### src/rtl/ham_dec.sv
// ham_dec: dual-port, two-stage pipelined SECDED (extended Hamming) decoder.
// Each port corrects single-bit errors and flags double or invalid-position
// errors. Both ports feed shared saturating SEC/DED counters and a sticky DED flag.
module ham_dec #(
    parameter int DATA_WIDTH   = 32,
    parameter int ENCODED_WORD = 38,
    parameter int CNT_WIDTH    = 16
) (
    input  logic                                   i_clk,
    input  logic                                   i_rst_n,
    input  logic                                   i_valid_a,
    input  logic                                   i_valid_b,
    input  logic [ENCODED_WORD+1:1]                i_hamming_a,
    input  logic [ENCODED_WORD+1:1]                i_hamming_b,
    input  logic                                   i_clr_cnt,
    output logic                                   o_valid_a,
    output logic                                   o_valid_b,
    output logic [DATA_WIDTH-1:0]                  o_data_a,
    output logic [DATA_WIDTH-1:0]                  o_data_b,
    output logic [$clog2(ENCODED_WORD+1)-1:0]      o_syndrome_a,
    output logic [$clog2(ENCODED_WORD+1)-1:0]      o_syndrome_b,
    output logic                                   o_sec_a,
    output logic                                   o_sec_b,
    output logic                                   o_ded_a,
    output logic                                   o_ded_b,
    output logic [CNT_WIDTH-1:0]                   o_sec_cnt,
    output logic [CNT_WIDTH-1:0]                   o_ded_cnt,
    output logic                                   o_ded_sticky
);

    localparam int SW = $clog2(ENCODED_WORD + 1);
    // Highest syndrome value that names a real bit position.
    localparam logic [SW-1:0] MAX_POS = SW'(ENCODED_WORD);

    // Positions checked by syndrome bit b: every k in 1..ENCODED_WORD with bit b set.
    function automatic logic [ENCODED_WORD+1:1] cover_mask(input int b);
        logic [ENCODED_WORD+1:1] m;
        m = '0;
        for (int k = 1; k <= ENCODED_WORD; k++) begin
            m[k] = ((k >> b) & 1) != 0;
        end
        return m;
    endfunction

    // Codeword position of data bit j: the j-th non-power-of-2 position.
    function automatic int data_pos(input int j);
        int cnt;
        cnt = 0;
        for (int k = 1; k <= ENCODED_WORD; k++) begin
            if ((k & (k - 1)) != 0) begin
                if (cnt == j) return k;
                cnt++;
            end
        end
        return 1;
    endfunction

    // Counter add of 0..2 events that sticks at all-ones instead of wrapping.
    function automatic logic [CNT_WIDTH-1:0] sat_add(input logic [CNT_WIDTH-1:0] cnt,
                                                     input logic [1:0] inc);
        logic [CNT_WIDTH:0] sum;
        sum = {1'b0, cnt} + (CNT_WIDTH + 1)'(inc);
        return sum[CNT_WIDTH] ? '1 : sum[CNT_WIDTH-1:0];
    endfunction

    // Number of ports reporting an event this cycle.
    function automatic logic [1:0] pop2(input logic [1:0] v);
        return {1'b0, v[0]} + {1'b0, v[1]};
    endfunction

    // Index 0 is port a, index 1 is port b.
    logic [1:0][ENCODED_WORD+1:1] cw_in;
    logic [1:0][DATA_WIDTH-1:0]   dat_in;
    logic [1:0][SW-1:0]           syn_in;
    logic [1:0]                   par_in;

    logic [1:0]                   vld_p1;
    logic [1:0][DATA_WIDTH-1:0]   dat_p1;
    logic [1:0][SW-1:0]           syn_p1;
    logic [1:0]                   par_p1;

    logic [1:0]                   sec_c;
    logic [1:0]                   ded_c;
    logic [1:0][DATA_WIDTH-1:0]   data_c;

    logic [1:0]                   vld_p2;
    logic [1:0]                   sec_p2;
    logic [1:0]                   ded_p2;
    logic [1:0][DATA_WIDTH-1:0]   data_p2;
    logic [1:0][SW-1:0]           syn_p2;

    logic [CNT_WIDTH-1:0]         sec_cnt;
    logic [CNT_WIDTH-1:0]         ded_cnt;
    logic                         ded_sticky;

    assign cw_in[0] = i_hamming_a;
    assign cw_in[1] = i_hamming_b;

    for (genvar p = 0; p < 2; p++) begin : g_port
        wire nz       = |syn_p1[p];
        wire in_range = syn_p1[p] <= MAX_POS;

        // ---- stage 0 -> 1: syndrome, overall parity, raw data gather ----
        for (genvar b = 0; b < SW; b++) begin : g_syn
            localparam logic [ENCODED_WORD+1:1] COVER = cover_mask(b);
            assign syn_in[p][b] = ^(cw_in[p] & COVER);
        end
        assign par_in[p] = ^cw_in[p];

        // ---- stage 1 -> 2: classify and correct ----
        // S=0 with odd parity is an error in the overall parity bit only.
        assign sec_c[p] = par_in_unused_guard(par_p1[p]) & (~nz | in_range);
        assign ded_c[p] = nz & (~par_p1[p] | ~in_range);

        for (genvar j = 0; j < DATA_WIDTH; j++) begin : g_dat
            localparam int            POS   = data_pos(j);
            localparam logic [SW-1:0] POS_S = SW'(POS);
            // Only data positions are carried forward; a corrected parity-bit
            // error needs no data change, so the flip is applied here.
            assign dat_in[p][j] = cw_in[p][POS];
            assign data_c[p][j] = dat_p1[p][j] ^ (sec_c[p] & (syn_p1[p] == POS_S));
        end
    end

    // Identity helper keeping the SEC term readable next to the DED term.
    function automatic logic par_in_unused_guard(input logic par);
        return par;
    endfunction

    // Stage-1 valid: cleared on reset so in-flight words are dropped.
    always_ff @(posedge i_clk) begin
        if (!i_rst_n) vld_p1 <= '0;
        else          vld_p1 <= {i_valid_b, i_valid_a};
    end

    // Stage-1 payload: loaded every cycle, stale contents are masked by vld_p1.
    always_ff @(posedge i_clk) begin
        dat_p1 <= dat_in;
        syn_p1 <= syn_in;
        par_p1 <= par_in;
    end

    // Stage-2 result registers; flags are gated by valid so idle cycles read 0.
    always_ff @(posedge i_clk) begin
        if (!i_rst_n) begin
            vld_p2  <= '0;
            sec_p2  <= '0;
            ded_p2  <= '0;
            data_p2 <= '0;
            syn_p2  <= '0;
        end else begin
            vld_p2  <= vld_p1;
            sec_p2  <= vld_p1 & sec_c;
            ded_p2  <= vld_p1 & ded_c;
            data_p2 <= data_c;
            syn_p2  <= syn_p1;
        end
    end

    // Shared event counters and sticky DED; a clear beats a coincident event.
    always_ff @(posedge i_clk) begin
        if (!i_rst_n || i_clr_cnt) begin
            sec_cnt    <= '0;
            ded_cnt    <= '0;
            ded_sticky <= 1'b0;
        end else begin
            sec_cnt    <= sat_add(sec_cnt, pop2(sec_p2));
            ded_cnt    <= sat_add(ded_cnt, pop2(ded_p2));
            ded_sticky <= ded_sticky | (|ded_p2);
        end
    end

    assign o_valid_a    = vld_p2[0];
    assign o_valid_b    = vld_p2[1];
    assign o_data_a     = data_p2[0];
    assign o_data_b     = data_p2[1];
    assign o_syndrome_a = syn_p2[0];
    assign o_syndrome_b = syn_p2[1];
    assign o_sec_a      = sec_p2[0];
    assign o_sec_b      = sec_p2[1];
    assign o_ded_a      = ded_p2[0];
    assign o_ded_b      = ded_p2[1];
    assign o_sec_cnt    = sec_cnt;
    assign o_ded_cnt    = ded_cnt;
    assign o_ded_sticky = ded_sticky;

endmodule
### config.mk
export PLATFORM = sky130hd
export DESIGN_NAME = ham_dec
export DESIGN_NICKNAME = d
export VERILOG_FILES = /design/src/rtl/ham_dec.sv
export SDC_FILE = /design/constraint.sdc
export NUM_CORES = 1
export LEC_CHECK = 0
export BUFFER_PORTS_ARGS = -buffer_cell sky130_fd_sc_hd__clkbuf_2
export CORE_ASPECT_RATIO = 1.1
export CORE_MARGIN = 5
export CORE_UTILIZATION = 28
export CTS_CLUSTER_DIAMETER = 40
export CTS_CLUSTER_SIZE = 25
export DETAILED_ROUTE_END_ITERATION = 6
export PLACE_DENSITY = 0.59
export SLEW_MARGIN = 20
export SYNTH_ARGS = -nofsm -noshare
export SYNTH_HDL_FRONTEND = slang
export SYNTH_SLANG_ARGS = --single-unit
### constraint.sdc
create_clock -name i_clk -period 2.2 [get_ports i_clk]
set_input_delay 0.44 -clock i_clk [delete_from_list [all_inputs] [get_ports i_clk]]
set_output_delay 0.44 -clock i_clk [all_outputs]
set_load 0.01 [all_outputs]
# [Word-level counts from Yosys, hierarchy flattened]
# Index checks and enable logic that the tools add are counted.
[op_classes] n_addsub=4 n_lt_le_gt_ge=2 n_eq_ne=64 muxes=2 bitwise_logic=145 n_reduce_logical=19
[op_table] op="$reduce_xor 39->1" count=14
[op_table] op="$eq 6x5->1 const B" count=30
[op_table] op="$eq 6x4->1 const B" count=14
[op_table] op="$eq 6x6->1 const B" count=12
[op_table] op="$and 1x1->1" count=68
[op_table] op="$xor 1x1->1" count=64
[op_table] op="$eq 6x3->1 const B" count=6
[op_table] op="$add 16x2->17" count=2
[op_table] op="$mux 16" count=2
[op_table] op="$eq 6x2->1 const B" count=2
[op_table] op="$le 6x6->1 const B" count=2
[op_table] op="$reduce_or 6->1" count=2
[op_table] op="$not 1->1" count=6
[op_table] op="$or 1x1->1" count=5
[op_table] op="$add 1x1->2" count=2
[op_table] op="$and 2x2->2" count=2
[op_table] op="$reduce_or 2->1" count=1
[op_table] op="$logic_not 1->1" count=1
[op_table] op="$logic_or 1x1->1" count=1
[totals] regBits=195 inputBits=83 output_inout_bits=115 wordCells=252

# [Depth between registers and ports, before layout]
# Gate-level depths: netlist (run 1).
[logic_depth] word_depth=6 depth_mapped=10 ltp_nobuf=9

# [Least setup slack after synthesis (run 1)]
# No wires, ideal clock.
[synth_path] path_kind="register to register" start="reg ded_p2[0]" end="reg ded_cnt[2], in the netlist o_ded_cnt[2]" setup_ps=70 arrival_time_ps=2108 t_required_ps=2130 slack_ps=22 stages_incl_launch_ff=11 n_path_buf=1 synth_period_minus_slack_ps=2178 cell_sequence="dfxtp_1 inv_1 fa_1 inv_1 ha_1 nand2_1 nor2_1 and3_1 nand3_1 clkbuf_1 a21oi_1"
[synth_between] elab_chain_cells=3
[synth_lines] element="start, declared" line_no="88" rtl="logic [1:0] ded_p2;"
[synth_lines] element="start signal, assigned" line_no="154" rtl="ded_p2 <= vld_p1 & ded_c;"
[synth_lines] element="$add 1x1->2" line_no="68" rtl="return {1'b0, v[0]} + {1'b0, v[1]};"
[synth_lines] element="$add 16x2->17" line_no="62" rtl="sum = {1'b0, cnt} + (CNT_WIDTH + 1)'(inc);"
[synth_lines] element="$mux 16" line_no="63" rtl="return sum[CNT_WIDTH] ? '1 : sum[CNT_WIDTH-1:0];"
[synth_lines] element="end signal, assigned" line_no="168" rtl="ded_cnt <= sat_add(ded_cnt, pop2(ded_p2));"
[synth_lines] element="end, declared" line_no="93" rtl="logic [CNT_WIDTH-1:0] ded_cnt;"
# No other way between the ends.
# A chain may end at the register's enable or synchronous reset.

# [Worst setup path in the final report (run 1)]
[layout_path] start="reg sec_p2[0]" end="reg sec_cnt[12], in the netlist o_sec_cnt[12]"
[layout_between] elab_chain_cells=3
[layout_lines] element="start, declared" line_no="87" rtl="logic [1:0] sec_p2;"
[layout_lines] element="start signal, assigned" line_no="153" rtl="sec_p2 <= vld_p1 & sec_c;"
[layout_lines] element="$add 1x1->2" line_no="68"
[layout_lines] element="$add 16x2->17" line_no="62"
[layout_lines] element="$mux 16" line_no="63"
[layout_lines] element="end signal, assigned" line_no="167" rtl="sec_cnt <= sat_add(sec_cnt, pop2(sec_p2));"
[layout_lines] element="end, declared" line_no="92" rtl="logic [CNT_WIDTH-1:0] sec_cnt;"
# No other way between the ends.

==> load_flow_metrics.sql, run 1 <==
INSERT INTO impl_metrics (metric_group, metric, value, unit) VALUES
('clock_network', 'clockBufferDepth', '2', ''),
('die', 'floorplan.initialDensity', '0.284', ''),
('clock_network', 'cts.root.buffer_cell', 'clkbuf_16', ''),
('timing', 'hold_viol_final', '0', ''),
('logic_synthesis', 'yosysWarningCount', '0', ''),
('timing', 'tightestPinTransition', '0.439', 'ns'),
('drt', 'dr.first_iter.drc_count', '328', ''),
('logic_synthesis', 'ys_seq_area_frac', '0.495', ''),
('die', 'io_pins', '198', ''),
('clock_network', 'cts.clk_slew.worst_paths', '0.07', 'ns'),
('drt', 'ant_nets', '0', ''),
('logic_synthesis', 'synth-edff-count', '0', ''),
('critical_path', 'r2r-start', 'sec_p2[0]', ''),
('layout', 'area_delta_synth_final', '26.5', '%'),
('timing', 'rsz_0062_raised_after_global_routing', 'false', ''),
('critical_path', 'critical_path.cell_chain', 'inv_1 > fa_1 > inv_1 > ha_1 > nand2_1 > nor3_2 > and3_1 > nor2_1 > a211oi_1', ''),
('critical_path', 'reg2reg_slack', '0.24', 'ns'),
('drt', 'post_drt_via_cell_ratio', '4.32', ''),
('layout', 'layout.cell_area.non_filler', '0.00999', 'mm2'),
('clock_network', 'ctsHoldBuffers', '0', ''),
('critical_path', 'worst_setup_path_start_kind', 'register', ''),
('critical_path', 'logic_depth_of_the_worst_register_to_register_path', '9', ''),
('die', 'dieWidth', '170', 'um'),
('clock_network', 'post-cts-setup-buffer-count', '0', ''),
('clock_network', 'tritoncts.num_buffers', '17', ''),
('logic_synthesis', 'ys_seq_elements', '195', ''),
('placed_design', 'post-dp-hpwl', '16900', 'um'),
('layout', 'mostFrequentLayoutCells', 'clkbuf_2 (197), dfxtp_1 (194), xnor2_1 (143)', ''),
('die', 'fp-row-count', '64', ''),
('layout', 'n_antenna_cell', '0', ''),
('critical_path', 'critical_path.most_common_cell', 'inv_1', ''),
('clock_network', 'cts_max_level', '4', ''),
('layout', 'post_route_cells_drive_above_1_share', '0.268', ''),
('logic_synthesis', 'syn_inst', '757', ''),
('die', 'placeableCoreArea', '0.0278', 'mm2'),
('timing', 'timing.setup.tns', '0', 'ns'),
('critical_path', 'max_stage_delay', '0.43', 'ns'),
('outcome', 'status', 'finished, final reports clean', ''),
('layout', 'num-nets-final', '1054', ''),
('timing', 'final_period_demand_of_the_worst_path', '1.96', 'ns'),
('logic_synthesis', 'synth-async-reset-ratio', '0', ''),
('timing', 'finalSetupViolCount', '0', ''),
('drt', 'wire_per_inst', '15.7', 'um'),
('placed_design', 'post_detailed_placement_cell_area', '0.00939', 'mm2'),
('die', 'dieArea', '0.0317', 'mm2'),
('timing', 'fmax', '509', 'MHz'),
('logic_synthesis', 'syn_area_per_cell', '10.4', 'um2'),
('pwr', 'vdd_drop_max', '0.550', 'mV'),
('drt', 'detailroute.via_count', '5803', ''),
('grt', 'grt_first_pass_wirelength', '32300', 'um'),
('placed_design', 'gp_routability_congestion', '0.802', ''),
('critical_path', 'timing.critical_path.slowest_stage_cell', 'fa_1', ''),
('timing', 'maxSlewHeadroom', '0.705', ''),
('critical_path', 'worst_setup_path_endpoint', 'o_sec_cnt[12]', ''),
('critical_path', 'critPathRequiredTime', '2.55', 'ns'),
('clock_network', 'clock-sinks', '195', ''),
('timing', 'fin_crit_share', '0.893', ''),
('drt', 'drt-pass1-iter-count', '4', ''),
('timing', 'timing.clock.skew', '0.0126', 'ns'),
('critical_path', 'worstPathMaxFanout', '4', ''),
('timing', 'final-max-slew-violation-count', '0', ''),
('critical_path', 'crit_path_start', 'sec_p2[0]', ''),
('logic_synthesis', 'synthesis.nets', '844', ''),
('layout', 'nFillCells', '2861', ''),
('drt', 'detail_route.wirelength', '21100', 'um'),
('drt', 'drt_drc_violations_left', '0', ''),
('critical_path', 'crit-reg2reg-capture', 'o_sec_cnt[12]', ''),
('critical_path', 'timing.critical_path.to_type', 'register', ''),
('die', 'chipHeight', '186', 'um'),
('min_path', 'hold_class', 'input pin to register', ''),
('logic_synthesis', 'syn-cell-area', '0.00789', 'mm2');
==> synthesized netlist by cell type (8+ instances only) <==
cell / count / share of area
dfxtp_1: 195 / 0.49
xnor2_1: 143 / 0.16
and2_1: 66 / 0.052
xor2_1: 56 / 0.062
nand2_1: 35 / 0.017
a21oi_1: 29 / 0.018
clkbuf_1: 27 / 0.013
nand3_1: 26 / 0.016
nor2_1: 24 / 0.011
nor3_1: 16 / 0.010
nor2b_1: 15 / 0.012
inv_1: 14 / 0.0067
o21ai_0: 13 / 0.0082
a21boi_0: 12 / 0.011
or3_1: 12 / 0.0095
xnor3_1: 11 / 0.031
and3_1: 9 / 0.0071
nand2b_1: 8 / 0.0063
nand4_1: 8 / 0.0063
nor4_1: 8 / 0.0063
==> cell families after synthesis <==
kind of cell / Yosys count / share of synthesized area
simple gates: 238 / 0.166
buf+inv: 42 / 0.0200
compound gates: 62 / 0.0461
fa+ha+maj: 4 / 0.00824
xor+xnor: 216 / 0.265
flops: 195 / 0.495
==> sequential cells by signal, indices dropped and copies added, names as in the netlist <==
signal,flops
par_p1,2
o_syndrome_a,6
vld_p1,2
ded_p2,2
o_data_a,32
o_ded_cnt,16
o_sec_cnt,16
sec_p2,2
o_ded_sticky,1
o_syndrome_b,6
syn_p1,12
o_data_b,32
dat_p1,64
vld_p2,2
==> per-stage QoR <==
step	setup slack (ns)	cells	power, mW
final	0.235	1343	9.76
after global routing	0.0193	1343	10.3
after CTS	0.0941	1343	9.86
after detailed placement	0.116	1311	6.83
after global placement	0.157	1311	6.80
after floorplan	0.0216	757	5.92
==> power by group <==
part	internal (mW)	switching (mW)
registers	3.91	0.331
clock network	1.62	1.41
logic	1.17	1.33
total	6.70	3.07
==> layer usage <==
layer  GRT usage  vias up  routed length, um
met1       0.178     2739               9530
li1            -     2879                  -
met4      0.0428        0                312
met5           0        -                  0
met3      0.0274       22               1120
met2       0.214      163              10100
==> layout make-up <==
| cell class | count | area (um2) | area share |
|---|---|---|---|
| flip-flops and latches | 195 | 3910 | 0.391 |
| multi-input cells | 520 | 3850 | 0.386 |
| repair buffers | 219 | 1150 | 0.116 |
| well taps | 363 | 454 | 0.0455 |
| clock buffers | 20 | 447 | 0.0447 |
| clock inverters | 12 | 121 | 0.0122 |
| inverters | 14 | 52.6 | 0.00526 |
==> worst max-delay path: cells and delay by family, from the launching register on <==
family	cells	cell delay (ns)
AO/OA/AOI/OAI	1	0.18
adder cells (fa/ha/maj)	2	0.65
buffers and inverters	2	0.13
flip-flops	1	0.33
AND/OR/NAND/NOR	4	0.60
==> timing repair <==
| action | in CTS | in global routing |
|---|---|---|
| hold endpoints to repair | 0 | 0 |
| endpoints found under the setup margin | 0 | 15 |
| resized for setup | 0 | 8 |
==> worst min path at each step <==
stage                         start         end  depth (start not counted)
detailed placement        vld_p1[0]   vld_p2[0]                          2
CTS                 i_hamming_a[24]  dat_p1[18]                          1
floorplan                 vld_p1[0]   vld_p2[0]                          2
finish              i_hamming_a[24]  dat_p1[18]                          1
global route        i_hamming_a[24]  dat_p1[18]                          1
global placement          vld_p1[1]   vld_p2[1]                          2
(Power assumes the default switching activity.)
==> inputs of run 2 (changes only) <==
CORE_MARGIN = unset   (was 5)
clock period = 1.6 ns   (was 2.2 ns; I/O delays follow)
==> load_flow_metrics.sql, run 2 (synthesis gave the netlist of run 1 again) <==
INSERT INTO impl_metrics (metric_group, metric, value, unit) VALUES
('outcome', 'status', 'complete, but fails checks', ''),
('outcome', 'failing_checks', 'setup timing', ''),
('critical_path', 'worstPathMaxFanout', '6', ''),
('layout', 'nFillCells', '2730', ''),
('die', 'fp-row-count', '64', ''),
('layout', 'post_route_cells_drive_above_1_share', '0.410', ''),
('layout', 'mostFrequentLayoutCells', 'clkbuf_2 (197), dfxtp_1 (187), xnor2_1 (142)', ''),
('drt', 'drt-pass1-iter-count', '4', ''),
('grt', 'grt_antenna_before_repair', '0', ''),
('layout', 'n_antenna_cell', '0', ''),
('grt', 'grt_remaining_overflow', '0', ''),
('clock_network', 'tritoncts.num_buffers', '17', ''),
('pwr', 'post-layout-total-power', '14.4', 'mW'),
('clock_network', 'clk-insertion-delay-late', '0.44', 'ns'),
('die', 'dieWidth', '162', 'um'),
('pwr', 'vdd_drop_max', '0.690', 'mV'),
('placed_design', 'port_buffers', '197', ''),
('drt', 'post_drt_via_cell_ratio', '4.18', ''),
('grt', 'pin_count_of_the_biggest_net_entering_global_routing', '39', ''),
('die', 'placeableCoreArea', '0.0278', 'mm2'),
('layout', 'num-nets-final', '1177', ''),
('grt', 'grt_pass1_vias', '6140', ''),
('layout', 'leading_cell_type_in_the_layout_fill_and_taps_excluded', 'clkbuf_2', ''),
('layout', 'largest_register', 'dat_p1', ''),
('layout', 'area.sequential', '0.00391', 'mm2'),
('critical_path', 'setup.worst_path.class', 'register to register', ''),
('placed_design', 'post-dp-hpwl', '16600', 'um'),
('critical_path', 'worst_setup_path_start_kind', 'register', ''),
('timing', 'timing.clock.skew', '0.0136', 'ns'),
('timing', 'fin_crit_share', '1.11', ''),
('placed_design', 'dp.cells', '1418', ''),
('layout', 'area_delta_synth_final', '43.5', '%'),
('timing', 'final-max-slew-violation-count', '0', ''),
('die', 'chipHeight', '178', 'um'),
('placed_design', 'dp_slack', '-0.306', 'ns'),
('layout', 'multiInputGateArea', '0.00421', 'mm2'),
('grt', 'grt_first_pass_wirelength', '32800', 'um'),
('placed_design', 'post_detailed_placement_cell_area', '0.0103', 'mm2'),
('drt', 'dr.first_iter.drc_count', '310', ''),
('drt', 'detailroute.via_count', '6125', ''),
('layout', 'largest_register_ff_count', '64', ''),
('drt', 'ant_nets', '0', ''),
('critical_path', 'critPathRequiredTime', '1.98', 'ns'),
('clock_network', 'cts_max_level', '4', ''),
('clock_network', 'cts.clk_slew.worst_paths', '0.08', 'ns'),
('layout', 'finish.cell_count_without_fillers', '1465', ''),
('clock_network', 'clockBufferDepth', '2', ''),
('timing', 'tightestPinTransition', '0.365', 'ns'),
('layout', 'layout.cell_area.non_filler', '0.0113', 'mm2'),
('min_path', 'hold_class', 'input pin to register', ''),
('grt', 'grt_use_total', '0.151', ''),
('drt', 'drt_drc_violations_left', '0', ''),
('pwr', 'power_density', '1270', 'mW/mm2'),
('timing', 'maxSlewHeadroom', '0.755', ''),
('timing', 'finalSetupViolCount', '32', ''),
('placed_design', 'gp_routability_congestion', '0.846', ''),
('timing', 'final_period_demand_of_the_worst_path', '1.78', 'ns'),
('layout', 'post-route-util', '0.408', ''),
('clock_network', 'cts_tree', 'done', ''),
('timing', 'fmax', '562', 'MHz'),
('clock_network', 'clock-sinks', '195', ''),
('timing', 'final_critical_path_setup_slack', '-0.178', 'ns'),
('drt', 'wire_per_inst', '14.5', 'um'),
('die', 'dieArea', '0.0289', 'mm2'),
('die', 'io_pins', '198', ''),
('critical_path', 'timing.critical_path.to_type', 'register', ''),
('clock_network', 'cts.root.buffer_cell', 'clkbuf_16', ''),
('timing', 'rsz_0062_raised_after_global_routing', 'true', ''),
('critical_path', 'arrival', '2.16', 'ns'),
('timing', 'hold_viol_final', '0', ''),
('drt', 'detail_route.wirelength', '21300', 'um'),
('die', 'floorplan.initialDensity', '0.284', ''),
('job', 'maxCapViolations', '0', ''),
('pwr', 'power_leakage', '4.84', 'nW');
## run 2: worst max-delay path, cell delays in order (launching register included)
cell and delay [ns]:
dfxtp_2 0.34, inv_2 0.04, fa_2 0.39, inv_2 0.07
ha_4 0.12, nand2_2 0.06, nor2_4 0.11, and3_4 0.24
nand3_4 0.16, a21oi_2 0.18
## run 2: layout make-up
type                       count  share of cell area
clock inverter                13              0.0130
timing repair buffer         341               0.186
inverter                      14             0.00464
sequential                   195               0.345
tap                          363              0.0401
clock buffer                  18              0.0388
multi-input combinational    521               0.372
## run 2: stage by stage
stage          hold WS (ns)  setup TNS, ns
3_5_place_dp          0.443          -6.00
3_3_place_gp          0.436          -5.35
5_1_grt            0.000444          -6.84
6_report             0.0227          -3.51
4_1_cts             0.00207          -3.13
2_1_floorplan         0.348          -2.90
## run 2: what timing repair did
item / CTS / global route
endpoints found under the hold margin: 5 / 0
endpoints found under the setup margin: 44 / 52
setup buffers: 3 / 7
cloned: 1 / 0
resized for setup: 32 / 31
pin swaps: 10 / 9
hold buffers: 5 / 0
## run 2: worst paths after layout
check / slack (ns) / to / startpoint / cells after the start
max: -0.18 / o_ded_cnt[11] / o_ded_cnt[0] / 9
min: 0.02 / dat_p1[10] / i_hamming_a[15] / 1
max reg2reg: -0.18 / o_ded_cnt[11] / o_ded_cnt[0] / 9
min reg2reg: 0.46 / ded_p2[1] / vld_p1[1] / 2
## run 2: metal layers
metal  global-route usage  vias up  routed length, um
li1                     -     3125                  -
met1                0.190     2829               9930
met2                0.255      146              10200
met3               0.0330       25                871
met4               0.0503        0                358
met5                    0        -                  0
## run 2: power by group
| group | leakage (nW) | internal [mW] | switching (mW) |
|---|---|---|---|
| combinational | 2.94 | 2.22 | 2.23 |
| clock | 0.275 | 2.24 | 2.05 |
| sequential | 1.63 | 5.38 | 0.311 |
| total | 4.84 | 9.84 | 4.59 |
